<file path="src/rtl/glitch_pulse_gen.sv">
// Glitch sequencer: optional target reset, programmed delay, then a train of glitch pulses.
// Parameters are latched on the start strobe; all outputs are registered.
module glitch_pulse_gen #(
  parameter bit TARGET_RST_ACTIVE_LOW = 1'b1
) (
  input  logic        clk,
  input  logic        rst,
  input  logic [15:0] delay_i,
  input  logic [7:0]  width_i,
  input  logic [7:0]  num_pulses_i,
  input  logic [15:0] pulse_spacing_i,
  input  logic [15:0] reset_length_i,
  input  logic        pulse_en_i,
  input  logic        reset_en_i,
  output logic        glitch_o,
  output logic        target_rst_o,
  output logic        busy_o,
  output logic        done_o
);

  typedef enum logic [2:0] {StIdle, StTrst, StDelay, StPulse, StSpace, StDone} state_e;

  state_e      state_q, state_d;
  logic [15:0] cnt_q, cnt_d;
  logic [7:0]  pulses_q, pulses_d;
  logic [15:0] delay_q, spacing_q;
  logic [7:0]  width_q, num_q;
  logic        glitch_q, trst_q, busy_q, done_q;

  logic        start, use_trst;
  logic [15:0] p_delay;
  logic [7:0]  p_width, p_num, w_eff;
  logic [15:0] w_load;
  state_e      post_state;
  logic [15:0] post_cnt;

  assign start    = pulse_en_i | reset_en_i;
  assign use_trst = reset_en_i && (reset_length_i != 16'd0);

  // In IDLE the live inputs are about to be latched, so decode from them directly.
  assign p_delay = (state_q == StIdle) ? delay_i      : delay_q;
  assign p_width = (state_q == StIdle) ? width_i      : width_q;
  assign p_num   = (state_q == StIdle) ? num_pulses_i : num_q;
  assign w_eff   = (p_width == 8'd0) ? 8'd1 : p_width;
  assign w_load  = {8'd0, w_eff - 8'd1};

  // Entry into the delay window, shared by a plain start and the end of target reset.
  always_comb begin
    post_state = StDone;
    post_cnt   = 16'd0;
    if (p_delay != 16'd0) begin
      post_state = StDelay;
      post_cnt   = p_delay - 16'd1;
    end else if (p_num != 8'd0) begin
      post_state = StPulse;
      post_cnt   = w_load;
    end
  end

  always_comb begin
    state_d  = state_q;
    cnt_d    = cnt_q;
    pulses_d = pulses_q;
    unique case (state_q)
      StIdle: begin
        if (start) begin
          pulses_d = p_num;
          if (use_trst) begin
            state_d = StTrst;
            cnt_d   = reset_length_i - 16'd1;
          end else begin
            state_d = post_state;
            cnt_d   = post_cnt;
          end
        end
      end
      StTrst: begin
        if (cnt_q == 16'd0) begin
          state_d = post_state;
          cnt_d   = post_cnt;
        end else begin
          cnt_d = cnt_q - 16'd1;
        end
      end
      StDelay: begin
        if (cnt_q == 16'd0) begin
          if (pulses_q != 8'd0) begin
            state_d = StPulse;
            cnt_d   = w_load;
          end else begin
            state_d = StDone;
          end
        end else begin
          cnt_d = cnt_q - 16'd1;
        end
      end
      StPulse: begin
        if (cnt_q == 16'd0) begin
          pulses_d = pulses_q - 8'd1;
          if (pulses_q == 8'd1) begin
            state_d = StDone;
          end else if (spacing_q == 16'd0) begin
            state_d = StPulse;
            cnt_d   = w_load;
          end else begin
            state_d = StSpace;
            cnt_d   = spacing_q - 16'd1;
          end
        end else begin
          cnt_d = cnt_q - 16'd1;
        end
      end
      StSpace: begin
        if (cnt_q == 16'd0) begin
          state_d = StPulse;
          cnt_d   = w_load;
        end else begin
          cnt_d = cnt_q - 16'd1;
        end
      end
      StDone:  state_d = StIdle;
      default: state_d = StIdle;
    endcase
  end

  always_ff @(posedge clk) begin
    if (rst) begin
      state_q   <= StIdle;
      cnt_q     <= 16'd0;
      pulses_q  <= 8'd0;
      delay_q   <= 16'd0;
      spacing_q <= 16'd0;
      width_q   <= 8'd0;
      num_q     <= 8'd0;
      glitch_q  <= 1'b0;
      trst_q    <= TARGET_RST_ACTIVE_LOW;
      busy_q    <= 1'b0;
      done_q    <= 1'b0;
    end else begin
      state_q  <= state_d;
      cnt_q    <= cnt_d;
      pulses_q <= pulses_d;
      if (state_q == StIdle && start) begin
        delay_q   <= delay_i;
        spacing_q <= pulse_spacing_i;
        width_q   <= width_i;
        num_q     <= num_pulses_i;
      end
      glitch_q <= (state_d == StPulse);
      trst_q   <= (state_d == StTrst) ^ TARGET_RST_ACTIVE_LOW;
      busy_q   <= (state_d != StIdle);
      done_q   <= (state_d == StDone);
    end
  end

  assign glitch_o     = glitch_q;
  assign target_rst_o = trst_q;
  assign busy_o       = busy_q;
  assign done_o       = done_q;

endmodule

</file>
<file path="config.mk">
export PLATFORM = sky130hd
export DESIGN_NAME = glitch_pulse_gen
export DESIGN_NICKNAME = d
export VERILOG_FILES = /design/src/rtl/glitch_pulse_gen.sv
export SDC_FILE = /design/constraint.sdc
export NUM_CORES = 1
export LEC_CHECK = 0
export CORE_AREA = 3 3 107 109
export CTS_CLUSTER_SIZE = 40
export DETAILED_ROUTE_END_ITERATION = 12
export DIE_AREA = 0 0 110 112
export HOLD_SLACK_MARGIN = 0.03
export PLACE_DENSITY_LB_ADDON = 0.08
export SLEW_MARGIN = 20
export SYNTH_ARGS = -nofsm -noshare
export SYNTH_HDL_FRONTEND = slang
export SYNTH_SLANG_ARGS = --single-unit
</file>
<file path="constraint.sdc">
create_clock -name clk -period 4.2 [get_ports clk]
set_input_delay 0.84 -clock clk [delete_from_list [all_inputs] [get_ports clk]]
set_output_delay 0.84 -clock clk [all_outputs]
set_load 0.1 [all_outputs]
</file>
==> flow_summary.json, run 1 <==
{
  "status": "completed",
  "n_fill_cell": 993,
  "crit_slowest_cell": "clkdlybuf4s50_1",
  "clk_latency_ns": 0.37,
  "synthCells": 820,
  "worst_setup_path_end_kind": "flop",
  "antenna_found_initial": 0,
  "hp-class": "reg2reg",
  "ant_nets": 0,
  "slew_headroom_pct": 33.05,
  "stdcell_count": 1023,
  "clock_sinks": 79,
  "p_int_mw": 1.599,
  "post_cts_buffers": 0,
  "crit_type": "in2reg",
  "viasPerCell": 6.384,
  "path_cells": "clkdlybuf4s50_1 > nor4_1 > a211oi_1 > nor2_1 > inv_1 > ha_1 > nor3b_1 > xor2_1 > nand2_1 > o21ai_0 > a221oi_1 > or3_1 > a311oi_1",
  "synthFlopType": "dfxtp_1",
  "cts_made_buffers": 9,
  "fin_crit_sh_pct": 86.78,
  "groute.usage.overall_pct": 32.24,
  "overflow": 0,
  "rsz0062_at_grt": "no",
  "period_needed_ns": 3.645,
  "ys_ff_latch": 79,
  "fmax_mhz": 274.4,
  "tightest_slew_ns": 0.9951,
  "clkSlewWorstSetupHoldPaths_ns": 0.08,
  "grt_start_max_net_pins": 49,
  "synth_fp_nets": 896,
  "cts.repair.resized": 0,
  "pwr-share-seq_pct": 34.4,
  "p_clk_share_pct": 19.2,
  "switchingPower_mw": 1.236,
  "worstPathRequired_ns": 4.48,
  "start_util_pct": 54.34,
  "drtPass1Iterations": 5,
  "path_max_fanout": 6,
  "die_h_um": 112,
  "dp_slack_ns": 0.2378,
  "ir_drop_mv": 0.2470,
  "drive_above_1_share_pct": 6.116,
  "dr.first_iter.drc_count": 692,
  "drc": 0,
  "hpwl_um": 14660,
  "ys_top_cells_by_area": "dfxtp_1 27%, nand2_1 9.7%, a21oi_1 7.7%, xnor2_1 4.2%, nor2_1 3.8%",
  "dpl.cell_count": 1007,
  "switching_share_pct": 43.60,
  "insertedDiodeCount": 0,
  "cap_violations": 0,
  "crit_buf_inv": 2,
  "finalSetupTns_ns": 0,
  "grt_pass1_wl_um": 31240,
  "wl_um": 19570,
  "combPwrFrac_pct": 46.4,
  "slew_viol_final": 0,
  "via_count": 6531,
  "cp-start-kind": "primary input",
  "yosys.cell_types.count": 68,
  "finalPower_mw": 2.834,
  "fp.dieArea_mm2": 0.01232,
  "setup_viol": 0,
  "critPathMaxStageDelay_ns": 0.56,
  "fin_area_mm2": 0.006878,
  "holdBufCountCts": 0,
  "yosysWarnings": 0,
  "placed_cell_area_mm2": 0.006694,
  "leakagePower_nw": 2.576,
  "layout_setup_ws_ns": 0.5554,
  "root_buffer": "clkbuf_8",
  "holdWs_ns": 0.4740,
  "htreeDepth": 3,
  "synth_top_cell_area_share_pct": 27.21,
  "finish.utilization_pct": 64.29,
  "synth_edf_count": 0,
  "dieWidth_um": 110,
  "final_nets": 954,
  "post_drt_wl_per_cell_um": 19.13,
  "syn_area_per_cell_um2": 7.089,
  "critPathTopFamily": "compound AO/OA/AOI/OAI gates",
  "core_area_mm2": 0.01070,
  "async_flop_share_pct": 0,
  "yosysTopAreaCell": "dfxtp_1",
  "place.gp.congestion": 0.9764,
  "cts_tree": "yes",
  "arrival_ns": 3.92,
  "yosysMostFrequentCell": "nand2_1",
  "cts_buffer_depth": 2,
  "synth_top_cells_by_count": "150 x nand2_1, 89 x a21oi_1, 79 x dfxtp_1",
  "hold_viol": 0,
  "areaGrowthSynthToFinish_pct": 18.32,
  "rows": 38,
  "powerDensity_mw_per_mm2": 412.1,
  "ios": 72,
  "port_buffers": 71,
  "synth-seq-area-share_pct": 27.21,
  "mappedNetlistArea_mm2": 0.005813,
  "fin_skew_ns": 0.006497,
  "grt_pass1_vias": 6107
}
layout make-up:
class / count / area, µm² / area share [%]
well taps: 140 / 175.2 / 2.547
multi-input cells: 679 / 4006 / 58.25
flip-flops and latches: 79 / 1582 / 22.99
repair buffers: 93 / 870.8 / 12.66
inverters: 16 / 60.06 / 0.8732
clock buffers: 12 / 155.1 / 2.256
clock inverters: 4 / 28.78 / 0.4184
tightest hold or removal path, stage by stage, from the launching register on:
cell	delay, ns
dfxtp_1	0.32
nand2_1	0.06
a21oi_1	0.05
path summary, 6_finish.rpt:
| check | startpoint | to | slack, ns | cells past startpoint |
|---|---|---|---|---|
| max | width_i[3] | cnt_q[4] | 0.56 | 13 |
| min | delay_q[14] | delay_q[14] | 0.47 | 2 |
| max reg2reg | state_q[0] | cnt_q[4] | 0.68 | 13 |
| min reg2reg | delay_q[14] | delay_q[14] | 0.47 | 2 |
registers in the layout, indices dropped and copies added, names as in the netlist:
name,count
target_rst_o,1
pulses_q,8
glitch_o,1
done_o,1
delay_q,16
num_q,8
cnt_q,16
state_q,3
width_q,8
spacing_q,16
busy_o,1
logic make-up (layout without fill, tap and decap cells):
logic type / Yosys count / in the layout / share of synthesized area, %
buffers and inverters: 62 / 125 / 4.283
AO/OA/AOI/OAI: 232 / 232 / 25.44
flip-flops: 79 / 79 / 27.21
XOR/XNOR: 48 / 48 / 7.232
AND/OR/NAND/NOR: 369 / 369 / 30.28
adder cells (fa/ha/maj): 8 / 8 / 1.722
multiplexers: 22 / 22 / 3.831
power groups by stage:
stage                     clock network [mW]  logic [mW]  registers (mW)
final                                  0.545        1.32           0.974
after global routing                   0.585        1.43           0.989
after CTS                              0.552        1.29           0.970
after detailed placement                   0        1.28           0.987
after global placement                     0        1.26           0.982
after floorplan                            0       0.869           0.978
routing by layer:
layer / wire [µm] / share of wire, % / GRT usage (%)
met2: 8941 / 46 / 49.47
met4: 894 / 4.6 / 15.21
met5: 0 / 0 / 0
met1: 8016 / 41 / 42.89
met3: 1722 / 8.8 / 6.667
placed cells by master (no fill, tap or decap), types with 5 or more instances in the layout:
cell type | Yosys | final
nand3_1 | 34 | 34
xor2_1 | 20 | 20
a21oi_1 | 89 | 89
o211ai_1 | 13 | 13
o22ai_1 | 5 | 5
a311oi_1 | 5 | 5
clkbuf_8 | 0 | 11
o31ai_1 | 6 | 6
a211oi_1 | 12 | 12
o221ai_1 | 8 | 8
buf_4 | 0 | 22
and3_1 | 7 | 7
mux2i_1 | 20 | 20
clkdlybuf4s50_1 | 0 | 70
ha_1 | 8 | 8
o21ai_1 | 11 | 10
a21o_1 | 6 | 6
nor4_1 | 18 | 18
o21ai_0 | 34 | 34
a31oi_1 | 7 | 7
or4_1 | 12 | 12
nor2_1 | 59 | 58
dfxtp_1 | 79 | 79
nand2_1 | 150 | 150
or3_1 | 10 | 10
inv_1 | 16 | 16
xnor2_1 | 28 | 28
nor3_1 | 40 | 39
nand4_1 | 6 | 6
and2_1 | 7 | 7
(Power assumes the default switching activity.)
==> inputs of run 2 (changes only) <==
- SKIP_CTS_REPAIR_TIMING: not set -> 1
==> results of run 2 <==
Same layout as run 1: the final DEF is identical, and so are final timing and power.
==> inputs of run 3 (changes only) <==
- clock period: 4.2 -> 3.5 ns (I/O delays scaled with it)
==> flow_summary.json, run 3 (synthesized netlist as in run 1, its figures left out) <==
{
  "slew_viol_final": 0,
  "wl_um": 20020,
  "cts_made_buffers": 9,
  "rsz0062_at_grt": "no",
  "port_buffers": 71,
  "startpoint": "state_q[1]",
  "p_int_mw": 1.935,
  "clkSlewWorstSetupHoldPaths_ns": 0.09,
  "reg2reg_depth": 10,
  "core_area_mm2": 0.01070,
  "critPathMaxStageDelay_ns": 0.50,
  "htreeDepth": 3,
  "fmax_mhz": 309.0,
  "crit_end": "cnt_q[14]",
  "arrival_ns": 3.51,
  "ant_nets": 0,
  "drtPass1Iterations": 6,
  "hpwl_um": 15150,
  "clk_latency_ns": 0.38,
  "final_cell_mix": "150 x nand2_1, 89 x a21oi_1, 79 x dfxtp_1",
  "switchingPower_mw": 1.506,
  "fin_area_mm2": 0.007187,
  "die_h_um": 112,
  "grt_start_max_net_pins": 50,
  "leakagePower_nw": 2.764,
  "pwr-share-seq_pct": 33.8,
  "hold_viol": 0,
  "insertedDiodeCount": 0,
  "path_max_fanout": 20,
  "crit_buf_inv": 3,
  "cap_violations": 0,
  "tightest_slew_ns": 1.114,
  "n_fill_cell": 980,
  "cp.depth": 10,
  "fp.dieArea_mm2": 0.01232,
  "clock_sinks": 79,
  "setup_viol": 0,
  "switching_share_pct": 43.77,
  "reg_top3": "cnt_q x16, delay_q x16, spacing_q x16",
  "antenna_found_initial": 0,
  "worstPathRequired_ns": 3.77,
  "period_needed_ns": 3.237,
  "crit_slowest_cell": "nor3_4",
  "mostFrequentLayoutCell": "nand2_1",
  "fin_skew_ns": 0.008407,
  "finalSetupTns_ns": 0,
  "p_clk_share_pct": 18.2,
  "post_drt_wl_per_cell_um": 18.79,
  "path_cells": "buf_4 > nor3_4 > buf_4 > buf_4 > mux2i_1 > nand2_1 > o21ai_1 > nand3_1 > a221o_1 > a311oi_1",
  "root_buffer": "clkbuf_8",
  "cp-start-kind": "flop",
  "dpl.cell_count": 1049,
  "final_nets": 996,
  "reg2reg_slack_ns": 0.26,
  "dr.first_iter.drc_count": 747,
  "drc": 0,
  "areaGrowthSynthToFinish_pct": 23.63,
  "stdcell_count": 1065,
  "powerDensity_mw_per_mm2": 478.8,
  "fin_crit_sh_pct": 92.48,
  "holdWs_ns": 0.4767,
  "dieWidth_um": 110,
  "slew_headroom_pct": 25.49,
  "rows": 38,
  "r2r-end": "cnt_q[14]",
  "finalPower_mw": 3.441,
  "viasPerCell": 6.369,
  "hp-class": "reg2reg",
  "grt_pass1_vias": 6361,
  "finish.utilization_pct": 67.18,
  "worst_setup_path_end_kind": "flop",
  "layout_setup_ws_ns": 0.2633,
  "worstReg2RegStart": "state_q[1]",
  "status": "completed",
  "cts_tree": "yes",
  "ir_drop_mv": 0.3472,
  "start_util_pct": 54.34,
  "drive_above_1_share_pct": 10.27,
  "dp_slack_ns": -0.1647,
  "cts_buffer_depth": 2,
  "critPathTopFamily": "buffers and inverters",
  "grt_pass1_wl_um": 31930,
  "place.gp.congestion": 1.019,
  "combPwrFrac_pct": 48.0,
  "placed_cell_area_mm2": 0.007015,
  "path_common_cell": "buf_4",
  "crit_type": "reg2reg",
  "ios": 72,
  "groute.usage.overall_pct": 32.90,
  "overflow": 0,
  "via_count": 6783
}
==> run 3: cell types whose count changed in the layout (fill, tap and decap cells not counted), sizes merged <==
cell,before,now
clkinvlp,2,3
buf,23,65
clkinv,1,0
==> run 3: routing by layer <==
metal | GRT usage (%) | share of wire [%]
met3 | 6.725 | 8.7
met4 | 16.13 | 4.1
met5 | 0 | 0
met1 | 43.01 | 41
met2 | 51.09 | 46
==> run 3: cell type report <==
type	count	area, µm²	area share (%)
clock buffers	12	135.1	1.880
well taps	140	175.2	2.437
multi-input cells	679	4018	55.90
clock inverters	4	31.28	0.4352
repair buffers	135	1186	16.50
inverters	16	60.06	0.8357
flip-flops and latches	79	1582	22.01
==> run 3: tightest hold or removal path: cells and delay by family (launching register included) <==
| kind | cells | cell delay (ns) |
|---|---|---|
| compound gates | 1 | 0.05 |
| flops | 1 | 0.33 |
| simple gates | 1 | 0.05 |
==> run 3: how the worst min path moves through the flow <==
stage | start | endpoint | slack (ns) | depth (start not counted)
after floorplan | num_q[0] | num_q[0] | 0.44 | 2
after global placement | num_q[0] | num_q[0] | 0.44 | 2
after detailed placement | delay_q[14] | delay_q[14] | 0.46 | 2
after CTS | delay_q[14] | delay_q[14] | 0.47 | 2
after global routing | delay_q[15] | delay_q[15] | 0.50 | 2
final | delay_q[14] | delay_q[14] | 0.48 | 2
==> run 3: power groups by stage <==
stage | Combinational [mW] | Sequential [mW] | Clock, mW
finish | 1.65 | 1.16 | 0.627
global route | 1.80 | 1.18 | 0.672
CTS | 1.61 | 1.16 | 0.633
detailed placement | 1.61 | 1.18 | 0
global placement | 1.58 | 1.17 | 0
floorplan | 1.04 | 1.17 | 0
==> RTL change 1: new RTL, config.mk and constraints of run 1 <==
Reset style: asynchronous (`rst`), changed in one clocked block.
--- a/src/rtl/glitch_pulse_gen.sv
+++ b/src/rtl/glitch_pulse_gen.sv
@@ -124,5 +124,5 @@
   end
 
-  always_ff @(posedge clk) begin
+  always_ff @(posedge clk or posedge rst) begin
     if (rst) begin
       state_q   <= StIdle;
Check against the original RTL: differs if rst is asserted again (counterexample within 4 cycles, from zero or initial values and one cycle with rst high); with rst held inactive, the same outputs for 4 cycles.
==> RTL change 1 against run 1 <==
- total power rose by 48%
- fmax fell by 4.0%
- global-route usage rose by 1.2 points
- sequential share of layout area rose by 4.3 points
- non-clock buffer count fell by 8
- sequential cell count did not move
- worst setup slack got worse by 150 ps
- critical path depth fell by 3
- cell area rose by 5.4%
- area after synthesis rose by 6.3%
- hold slack improved by 36 ps
- synthesized cell count fell by 0.49%
- wire length rose by 3.3%
- largest cell class unchanged
- largest power group unchanged
==> RTL change 1: results (changes against run 1) <==
[timing]
timing.clock.skew_ps=15.5  ; was 6.50 ps
worst-slew-pin-transition_ps=1030  ; was 995 ps

[run_status]
status=complete, no violations  ; unchanged

[setup_path]
timing.critical_path.fanout_max=11  ; was 6
worstSetupStartpointType=flop  ; was input pin
timing.critical_path.slowest_cell_delay_ps=620  ; was 560 ps
timing.setup.critical_path_class=flop to flop  ; was input pin to flop
crit_arrival_ps=4100  ; was 3920 ps

[cells_and_area]
layout.nets=951  ; was 954
share_of_layout_cells_above_drive_strength_1_pct=6.60  ; was 6.12%

[route]
route.vias.total=6597  ; was 6531
drt-wirelength-per-cell_um=19.8  ; was 19.1 µm
firstDrtPassIters=8  ; was 5

[power_and_ir_drop]
vdd_drop_max_v=0.000356  ; was 0.000247 V
leakagePower_nw=2.93  ; was 2.58 nW

[global_routing]
grt_start_max_net_pins=52  ; was 49
grt_usage_pct=33.4  ; was 32.2%
first_pass_grt_wire_length_mm=32.4  ; was 31.2 mm

[synth]
postSynth.asyncResetShare_pct=100  ; was 0%
post_synth_main_area_contributors=dfrtp_1 32%, nand2_1 12%, nor2_1 4.3%  ; was dfxtp_1 27%, nand2_1 9.7%, a21oi_1 7.7%
synth.mux.area_fraction_pct=3.44  ; was 3.83%
synth_area_in_compound_gates_pct=19.4  ; was 25.4%
synth_top_flop_cell=dfrtp_1  ; was dfxtp_1
synth_seq_area_share_pct=32.0  ; was 27.2%

[placement]
dpl_cell_area_um2=7050  ; was 6690 µm²
placement.setup.worst_slack_ps=165  ; was 238 ps
placer_congestion_estimate=1.01  ; was 0.976

RTL change 1: changes by cell type in the layout (fill, tap and decap cells not counted), moves of 9 or more:
cell | before | now
o211ai_1 | 13 | 4
dfxtp_1 | 79 | 0
o21ai_1 | 10 | 1
dfrtp_1 | 0 | 78
buf_4 | 22 | 13
nor2_1 | 58 | 69
a21oi_1 | 89 | 46
nand2_1 | 150 | 193
RTL change 1: kinds of logic (layout without fill, tap and decap cells):
group           after synthesis  after routing
flops                        79             79
xor+xnor                     50             50
compound gates              178            178
fa+ha+maj                     8              8
mux                          21             21
simple gates                425            425
buf+inv                      55            118
RTL change 1: worst paths after layout:
path | start | cells after the start | end
setup / recovery | state_q[0] | 10 | done_o
hold / removal | pulses_q[1] | 2 | pulses_q[1]
setup reg to reg | state_q[0] | 10 | done_o
hold reg to reg | pulses_q[1] | 2 | pulses_q[1]
max in group asynchronous | rst | 3 | target_rst_o
min in group asynchronous | rst | 2 | width_q[0]
RTL change 1: worst max-delay path, delay by kind of cell, from the launching register on:
kind,cells,cell delay [ps]
adder cells (fa/ha/maj),1,250
flip-flops,1,540
AND/OR/NAND/NOR,5,1670
AO/OA/AOI/OAI,3,980
multiplexers,1,290
RTL change 1: final cells by class:
class,count,area (µm²)
Timing Repair Buffer,85,828
Multi-Input combinational cell,682,4000
Clock inverter,2,38.8
Clock buffer,13,159
Sequential cell,79,1980
Tap cell,140,175
Inverter,18,67.6
Fill cell,941,3450
RTL change 1: power breakdown:
| part | internal, mW | switching (mW) |
|---|---|---|
| sequential | 1.11 | 0.425 |
| combinational | 0.846 | 1.21 |
| clock | 0.307 | 0.298 |
RTL change 1: metrics by stage:
stage	cells	utilization, %	hold slack [ps]	total power, mW
after detailed placement	1004	65.9	484	3.53
after CTS	1019	67.8	504	4.14
after global routing	1019	67.8	531	4.48
after floorplan	816	-	448	2.89
final	1019	67.8	510	4.20
after global placement	1004	65.9	470	3.46
RTL change 1: per-layer routing:
metal  vias up  global-route usage [%]  wire length [µm]  share of wire [%]
met5         -                       0                 0                  0
met4         0                    14.0               714                3.5
li1       3049                       -                 -                  -
met2       385                    49.9              9050                 45
met3        73                    5.45              1910                9.5
met1      3090                    47.7              8540                 42
==> RTL change 2: new RTL, flow settings as in run 1 <==
Without the edit above. Change the parameter `TARGET_RST_ACTIVE_LOW` from 1'b1 to 1'b0.
--- a/src/rtl/glitch_pulse_gen.sv
+++ b/src/rtl/glitch_pulse_gen.sv
@@ -2,5 +2,5 @@
 // Parameters are latched on the start strobe; all outputs are registered.
 module glitch_pulse_gen #(
-  parameter bit TARGET_RST_ACTIVE_LOW = 1'b1
+  parameter bit TARGET_RST_ACTIVE_LOW = 1'b0
 ) (
   input  logic        clk,
Function: changed (Yosys sat finds a counterexample within 4 cycles, from zero or initial values and one cycle with rst high).
==> RTL change 2 against run 1 <==
- die area unchanged
- register-to-register slack improved by 110 ps
- sequential share of layout area decreased by 0.26 points
- critical path depth decreased by 1
- total power increased by 12%
- sequential power increased by 5%
- wire length increased by 2.2%
- cell area increased by 1.2%
- worst setup slack got worse by 150 ps
- count of clock-buffer cells in the layout decreased by 3
- area after synthesis increased by 2.5%
- sequential cell count unchanged
- largest power group unchanged
- highest routed layer unchanged
==> RTL change 2: results (changes against run 1) <==
[cells_and_area]
clkCellAreaFrac_pct=2.50  ; was 2.67%
inv_count=14  ; was 16
post-route-util_pct=65.0  ; was 64.3%
n_clock_buffer=9  ; was 12
share_of_layout_cells_above_drive_strength_1_pct=6.94  ; was 6.12%
number_of_inserted_filler_cells_in_the_final_layout=988  ; was 993
multi_input_cells=685  ; was 679
area_share_nonclk_buffers_pct=12.0  ; was 12.7%

[min_path]
hp-start=num_q[0]  ; was delay_q[14]

[power_and_ir_drop]
leakagePower_nw=2.54  ; was 2.58 nW
power_consumed_by_combinational_cells_mw=1.60  ; was 1.32 mW
p_int_mw=1.74  ; was 1.60 mW
vdd_drop_max_v=0.000272  ; was 0.000247 V
power_frac_seq_pct=32.2  ; was 34.4%

[synth]
netlist_top_cells_count=151 x nand2_1, 84 x a21oi_1, 80 x nor2_1, 79 x dfxtp_1  ; was 150 x nand2_1, 89 x a21oi_1, 79 x dfxtp_1, 59 x nor2_1, 40 x nor3_1
synth_xor_xnor_area_share_pct=8.08  ; was 7.23%
synth_area_in_compound_gates_pct=24.2  ; was 25.4%
synth_seq_area_share_pct=26.5  ; was 27.2%
post_synth_main_area_contributors=dfxtp_1 27%, nand2_1 9.5%, a21oi_1 7.1%  ; was dfxtp_1 27%, nand2_1 9.7%, a21oi_1 7.7%

[placement]
place_hpwl_mm=15.0  ; was 14.7 mm
dpl_cell_area_um2=6780  ; was 6690 µm²

[run_status]
status=complete, no violations  ; unchanged

[route]
detailroute.wirelength.met2_mm=9.10  ; was 8.94 mm
wl_met1_mm=8.62  ; was 8.02 mm
drt_iter0_drc=746  ; was 692
wl_met3_mm=1.72  ; about the same

[global_routing]
grt_usage_pct=32.7  ; was 32.2%
grt_use_met3_pct=6.03  ; was 6.67%
grt_start_max_net_pins=80  ; was 49
met1_usage_pct=45.8  ; was 42.9%
first_pass_grt_wire_length_mm=31.8  ; was 31.2 mm

[timing]
slew_headroom_pct=26.8  ; was 33.0%

[setup_path]
crit_arrival_ps=4120  ; was 3920 ps
rrSetupSlack_ps=790  ; was 680 ps

[RTL change 2: cell types whose count changed after synthesis, sizes merged, moves of 6 or more]
cell    change
nor2       +22
nor3        -6
xnor2       +7
nand3      -16
o211ai      -6
clkbuf      -8
[RTL change 2: cell families after synthesis]
family / after synthesis
multiplexers: 23
AND/OR/NAND/NOR: 379
adder cells (fa/ha/maj): 8
AO/OA/AOI/OAI: 220
flip-flops: 79
buffers and inverters: 57
XOR/XNOR: 55
[RTL change 2: tightest hold or removal path: cells and delay by family (launching register included)]
kind	cells	cell delay, ps
compound gates	1	50
simple gates	1	50
flops	1	320
[RTL change 2: stage by stage]
step | setup slack, ps | hold WS, ps
3_3_place_gp | 257 | 444
6_report | 404 | 463
3_5_place_dp | 76.9 | 451
5_1_grt | 123 | 491
2_1_floorplan | 953 | 437
4_1_cts | 454 | 464
